`config.mk`:
```
export PLATFORM = sky130hd
export DESIGN_NAME = wb_stage_seq
export DESIGN_NICKNAME = d
export VERILOG_FILES = /design/src/rtl/wb_stage_seq.sv
export SDC_FILE = /design/constraint.sdc
export NUM_CORES = 1
export LEC_CHECK = 0
export CAP_MARGIN = 20
export CORE_UTILIZATION = 30
export CTS_CLUSTER_SIZE = 30
export DETAILED_ROUTE_END_ITERATION = 8
export HOLD_SLACK_MARGIN = 0.06
export RECOVER_POWER = 25
export SLEW_MARGIN = 20
export SYNTH_ARGS = -nofsm -noshare
export SYNTH_HDL_FRONTEND = slang
export SYNTH_SLANG_ARGS = --single-unit
```
`constraint.sdc`:
```
create_clock -name clk -period 3.5 [get_ports clk]
set_input_delay 0.35 -clock clk [delete_from_list [all_inputs] [get_ports clk]]
set_output_delay 0.35 -clock clk [all_outputs]
set_load 0.02 [all_outputs]
```
`src/rtl/wb_stage_seq.sv`:
```
// Write-back stage: turns one retiring instruction per cycle into registered register-file,
// data-memory or PC write strobes, splitting MUL/DIV results into two register writes.
module wb_stage_seq #(
    parameter int unsigned DATA_W = 8,
    parameter int unsigned REG_AW = 3,
    parameter int unsigned MEM_AW = 4,
    parameter int unsigned PC_W   = 6,
    parameter int unsigned CNT_W  = 16
) (
    input  logic                clk,
    input  logic                rst_n,
    input  logic                in_valid,
    output logic                in_ready,
    input  logic [4:0]          opcode,
    input  logic                am,
    input  logic [REG_AW-1:0]   rd,
    input  logic [MEM_AW-1:0]   mem_addr,
    input  logic [PC_W-1:0]     instr_mem_addr,
    input  logic [2*DATA_W-1:0] alu_out,
    input  logic                zero_flag,
    input  logic                carry_flag,
    input  logic                auxiliary_flag,
    input  logic                parity_flag,
    output logic                rf_we,
    output logic [REG_AW-1:0]   rf_waddr,
    output logic [DATA_W-1:0]   rf_wdata,
    output logic                mem_we,
    output logic [MEM_AW-1:0]   mem_waddr,
    output logic [DATA_W-1:0]   mem_wdata,
    output logic                pc_load,
    output logic [PC_W-1:0]     pc_target,
    output logic                halted,
    output logic [CNT_W-1:0]    retired
);

    localparam logic [4:0] OpMove = 5'b00000, OpAdd  = 5'b00001, OpSub  = 5'b00010;
    localparam logic [4:0] OpMul  = 5'b00011, OpDiv  = 5'b00100, OpInc  = 5'b00101;
    localparam logic [4:0] OpDec  = 5'b00110, OpAnd  = 5'b00111, OpOr   = 5'b01000;
    localparam logic [4:0] OpNot  = 5'b01001, OpXor  = 5'b01010, OpLoad = 5'b01011;
    localparam logic [4:0] OpStore = 5'b01100, OpJump = 5'b01101, OpBeqz = 5'b01110;
    localparam logic [4:0] OpAshl = 5'b10000, OpAshr = 5'b10001, OpLshl = 5'b10010;
    localparam logic [4:0] OpLshr = 5'b10011, OpRotl = 5'b10100, OpRotr = 5'b10101;
    localparam logic [4:0] OpBc   = 5'b10110, OpBaux = 5'b10111, OpBpar = 5'b11000;
    localparam logic [4:0] OpCmp  = 5'b11001, OpHalt = 5'b11111;

    typedef enum logic [1:0] {StIdle, StWideHi, StHalt} state_e;

    state_e              state_q;
    logic [DATA_W-1:0]   hi_data_q;
    logic [REG_AW-1:0]   hi_addr_q;

    logic accept;
    logic am_dep, do_reg, do_mem, do_wide, do_pc, do_halt;

    assign in_ready = (state_q == StIdle);
    assign accept   = in_valid && in_ready;

    // Unary ALU ops and shifts/rotates pick their destination from the addressing mode.
    always_comb begin
        am_dep  = opcode inside {OpInc, OpDec, OpNot, OpAshl, OpAshr, OpLshl, OpLshr,
                                 OpRotl, OpRotr};
        do_reg  = (opcode inside {OpMove, OpAdd, OpSub, OpAnd, OpOr, OpXor, OpCmp, OpLoad})
                  || (am_dep && !am);
        do_mem  = (opcode == OpStore) || (am_dep && am);
        do_wide = (opcode == OpMul) || (opcode == OpDiv);
        do_pc   = (opcode == OpJump)
                  || ((opcode == OpBeqz) && zero_flag)
                  || ((opcode == OpBc)   && carry_flag)
                  || ((opcode == OpBaux) && auxiliary_flag)
                  || ((opcode == OpBpar) && parity_flag);
        do_halt = (opcode == OpHalt);
    end

    always_ff @(posedge clk or negedge rst_n) begin
        if (!rst_n) begin
            state_q   <= StIdle;
            hi_data_q <= '0;
            hi_addr_q <= '0;
            rf_we     <= 1'b0;
            rf_waddr  <= '0;
            rf_wdata  <= '0;
            mem_we    <= 1'b0;
            mem_waddr <= '0;
            mem_wdata <= '0;
            pc_load   <= 1'b0;
            pc_target <= '0;
            halted    <= 1'b0;
            retired   <= '0;
        end else begin
            rf_we   <= 1'b0;
            mem_we  <= 1'b0;
            pc_load <= 1'b0;
            case (state_q)
                StIdle: begin
                    if (accept) begin
                        retired <= retired + CNT_W'(1);
                        if (do_reg || do_wide) begin
                            rf_we    <= 1'b1;
                            rf_waddr <= rd;
                            rf_wdata <= alu_out[DATA_W-1:0];
                        end
                        if (do_mem) begin
                            mem_we    <= 1'b1;
                            mem_waddr <= mem_addr;
                            mem_wdata <= alu_out[DATA_W-1:0];
                        end
                        if (do_pc) begin
                            pc_load   <= 1'b1;
                            pc_target <= instr_mem_addr;
                        end
                        if (do_wide) begin
                            hi_data_q <= alu_out[2*DATA_W-1:DATA_W];
                            hi_addr_q <= rd + REG_AW'(1);
                            state_q   <= StWideHi;
                        end
                        if (do_halt) begin
                            halted  <= 1'b1;
                            state_q <= StHalt;
                        end
                    end
                end
                StWideHi: begin
                    rf_we    <= 1'b1;
                    rf_waddr <= hi_addr_q;
                    rf_wdata <= hi_data_q;
                    state_q  <= StIdle;
                end
                StHalt:  state_q <= StHalt;
                default: state_q <= StIdle;
            endcase
        end
    end

endmodule

```
### Word level (Yosys, flattened, before mapping)

Cells that the tools add are included.

* flip-flop bits (word level): 62
* word-level logic and storage cells: 92
* output and inout bits: 50

* reduce and logical (&&, ||, !) cells: 28
* multiplexer cells: 19
* equality and inequality tests: 30
* add/subtract/negate cells: 2

Operator list (number)
* $eq 5x5->1 const B: 11
* $eq 5x4->1 const B: 7
* $eq 5x3->1 const B: 4
* $add 16x1->16 const B: 1
* $mux 8: 2
* $pmux 8 s2: 1
* $reduce_and 3->1: 5
* $eq 5x2->1 const B: 2
* $reduce_bool 9->1: 1
* $logic_or 1x1->1: 8
* $mux 1: 8
* $reduce_bool 8->1: 1
* $logic_and 1x1->1: 7
* $mux 2: 3
* $mux 3: 2
* $pmux 3 s2: 1
* $eq 5x1->1 const B: 1
* $logic_not 5->1: 1
* $ne 2x1->1 const B: 2
* $pmux 2 s2: 1
* $reduce_and 2->1: 2
* $add 3x1->3 const B: 1
* $ne 3x1->1 const B: 1
* $eq 2x1->1 const B: 1
* other kinds (5): 5

### Depth between registers and ports, before layout

* word-level depth: 9
* depth in mapped cells: 6
* mapped depth without buffers: 5

### Worst setup path before layout

No wires, ideal clock.

* path type: flip-flop to flip-flop
* start: register state_q[0]
* end: register mem_waddr[0]
* library setup time: 125 ps
* slack: 1577 ps
* arrival time: 1798 ps
* clock period less this slack: 1923 ps
* stages on the path, launching flop included: 6
* cells stage by stage: dfrtp_1 nor2_1 nand2_1 a311oi_2 buf_6 mux2_4

* cells in the longest elaborated chain, start to end: 3

Ends and longest elaborated chain
* start: declaration: line 48 `state_e state_q;`
* start signal: assignment: line 76 `state_q <= StIdle;`
* start signal: assignment: line 114 `state_q <= StWideHi;`
* start signal: assignment: line 118 `state_q <= StHalt;`
* $logic_not 2->1 *: line 55 `assign in_ready = (state_q == StIdle);`
* named net in_ready: line 13 `output logic in_ready,`
* $logic_and 1x1->1: line 56 `assign accept = in_valid && in_ready;`
* $reduce_and 3->1 (no line) *
* end signal: assignment: line 104 `mem_waddr <= mem_addr;`
* end: declaration: line 28 `output logic [MEM_AW-1:0] mem_waddr,`

The timed path passes the listed nets; every way through them passes the cells marked *.
A chain may end at the register's enable or synchronous reset.

### Worst setup path after layout

* start: input port opcode[0]
* end: register rf_wdata[1]

* cells in the longest elaborated chain, start to end: 7

Ends and longest elaborated chain
* start: declaration: line 14 `input logic [4:0] opcode,`
* $eq 5x3->1, or another cell as far along: line 60 `am_dep = opcode inside {OpInc, OpDec, OpNot, OpAshl, OpAshr, OpLshl, OpLshr,`
* $reduce_bool 9->1: line 60
* $logic_and 1x1->1: line 63 `|| (am_dep && !am);`
* $logic_or 1x1->1: line 63
* $logic_or 1x1->1 *: line 97 `if (do_reg || do_wide) begin`
* $ne 2x1->1 (no line) *
* $reduce_and 3->1 (no line) *
* end signal: assignment: line 100 `rf_wdata <= alu_out[DATA_W-1:0];`
* end signal: assignment: line 125 `rf_wdata <= hi_data_q;`
* end: declaration: line 26 `output logic [DATA_W-1:0] rf_wdata,`

Every way passes the cells marked *; elsewhere a longest branch is shown, timed or not.

==> out/results.ini <==
[run_status]
status = complete, but fails checks
violations = capacitance limit, slew limit

[synth]
yosys_warnings = 0
synthesis.nets = 284
ys_ff_latch = 62
yosys_most_used_dff = dfrtp_1
syn_avg_cell_area_um2 = 12.1
synth_edf_count = 0
yosys.area.top_type = dfrtp_1
synthDistinctLibCells = 45
async_flop_share_pct = 100
synth_top_area_share_pct = 53.3
netlist_top_cells_area = dfrtp_1, mux2_4, nand2_1
synth_most_common_cell = dfrtp_1
synthTopCellsByCount = dfrtp_1, nand2_1, mux2_4, mux2_2, o211ai_1
syn_inst = 240
ys_seq_area_share_pct = 53.3
netlist_area_mm2 = 0.00291

[sta]
period_share_pct = 60.5
finalCriticalPeriod_ps = 2120
setup_viol = 0
fmax_mhz = 473
holdWs_ps = 463
rsz0062_at_grt = false
worstMarginPinSlew_ps = 2300
slew_headroom_pct = -53.0
hold_viol_final = 0
final_max_slew_viol_count = 43
fin_worst_skew_ps = 11.0
final.setup.tns_ps = 0

[floorplanning]
coreArea_mm2 = 0.00933
die_area_mm2 = 0.0101
rows = 35
die_h_um = 100
io_pins = 92
start_util_pct = 31.2
die_width_um = 100

[placed_design]
dpl.hpwl_um = 4980
place_congestion = 0.752
dpl.cell_count = 452
port_buffers = 91

[layout]
diodes = 0
n_fill_cell = 915
finalNonFillerCells = 468
areaGrowthSynthToFinish_pct = 42.2
final_nets = 378
drive_gt1_share_pct = 16.5

[clock_tree]
insertion_delay_ps = 340
post_cts_buffers = 0
clock_sinks = 62
cts-hold-fix-buffers = 0
cts_max_level = 3
clk_path_buf_depth = 2
cts_made_buffers = 9
clk_pin_slew_ps = 70
root_buffer = clkbuf_8
cts_tree = yes
cts_resized = 0

[setup_path]
cpLargestDelayFamily = simple AND/OR/NAND/NOR gates
cp_num_cells = 5
cp.required_ps = 3750
cp-start-kind = input port
cp_num_buf_inv = 1
crit_chain = clkdlybuf4s50_1 -> nand4b_1 -> nand4b_1 -> or3_4 -> o211ai_1
end_kind = flop
max_stage_delay_ps = 670
crit_type = input port to flop
crit_path_top_delay_cell = clkdlybuf4s50_1
r2r_cells = 4
critPathMaxFanout = 12
cp_common_cell = nand4b_1
arrival_ps = 2370

[global_route]
grt_pass1_wl_um = 10900
grt_usage_pct = 14.1
grt_start_max_net_pins = 43
grt-ovfl-total = 0
antenna_found_initial = 0
grt_pass1_vias = 2142

[detailed_routing]
num_vias = 2184
dr.pass1.iters = 4
ant_nets = 0
drc = 0
dr.max_layer_used = met4
vias_per_cell = 4.67
routedLengthMet1_um = 3210
route.met3.wl_um = 312
wl_met2_um = 3200
drt_iter0_drc = 42
wl_per_cell_um = 14.6
routed_wl_um = 6820

[flow_run]
drv_cap = 1

[power_and_ir_drop]
power_density_mw_per_mm2 = 602
peakVddDrop_v = 0.000204
p_leak_nw = 1.78
power_mw = 2.49

[hold_path]
whs_path_depth = 1
min_path_type = flop to flop

-- per-layer routing --
metal	vias to the layer above	track usage [%]
li1	1049	-
met1	1069	18.6
met2	58	22.6
met3	8	3.81
met4	0	4.79
met5	-	0
-- power breakdown --
| group | leakage, nW | internal [mW] | switching (mW) | total [mW] |
|---|---|---|---|---|
| clock | 0.103 | 0.353 | 0.300 | 0.653 |
| sequential | 0.775 | 0.888 | 0.123 | 1.01 |
| combinational | 0.902 | 0.446 | 0.377 | 0.823 |
| total | 1.78 | 1.69 | 0.800 | 2.49 |
-- sequential cells by signal, summed over array words and instances, names as in the netlist --
name and count:
rf_waddr 3, state_q 2, mem_waddr 4, halted 1
hi_addr_q 3, mem_we 1, retired 16, pc_load 1
hi_data_q 8, mem_wdata 8, rf_wdata 8, rf_we 1
pc_target 6
-- cell families (layout without fill, tap and decap cells) --
family	Yosys count	in the layout	share of synthesized area, %
and+or+nand+nor	80	80	14.8
adders and majority gates	2	2	0.860
xor gates and xnor gates	17	17	5.12
buffers and inverters	17	116	3.66
AOI/OAI and AO/OA	34	34	9.51
muxes	28	28	12.7
DFF	62	62	53.3
-- final timing paths --
path | from | end | slack [ps]
min in group asynchronous | rst_n | retired[9] | 680
setup reg to reg | state_q[1] | retired[8] | 1640
hold reg to reg | halted | halted | 460
hold / removal | halted | halted | 460
setup / recovery | opcode[0] | rf_wdata[1] | 1380
max in group asynchronous | rst_n | mem_wdata[0] | 1490
-- final cells by class --
type,instances,area (um2),share of cell area [%]
Timing Repair Buffer,96,938,22.7
Clock inverter,6,68.8,1.66
Tap cell,129,161,3.90
Clock buffer,10,138,3.33
Sequential cell,62,1550,37.5
Inverter,4,15.0,0.363
Multi-Input combinational cell,161,1260,30.5
-- placed cells by master (no fill, tap or decap), types with 6 or more instances in the layout --
master / synthesis / layout
clkbuf_8: 0 / 10
clkdlybuf4s50_1: 0 / 90
dfrtp_1: 62 / 62
mux2_2: 12 / 12
mux2_4: 15 / 15
nand2_1: 40 / 40
nor2_1: 9 / 9
o211ai_1: 12 / 12
o311ai_0: 11 / 11
xnor2_1: 11 / 11
xor2_1: 6 / 6
-- through the flow --
| step | instance area, um2 | utilization [%] | setup WS [ps] |
|---|---|---|---|
| floorplan | 2910 | - | 1580 |
| global placement | 3930 | 42.2 | 1080 |
| detailed placement | 3930 | 42.2 | 1060 |
| CTS | 4140 | 44.4 | 1380 |
| global route | 4140 | 44.3 | 1030 |
| finish | 4140 | 44.3 | 1380 |
Note: power is estimated with default switching activity, not from simulation.
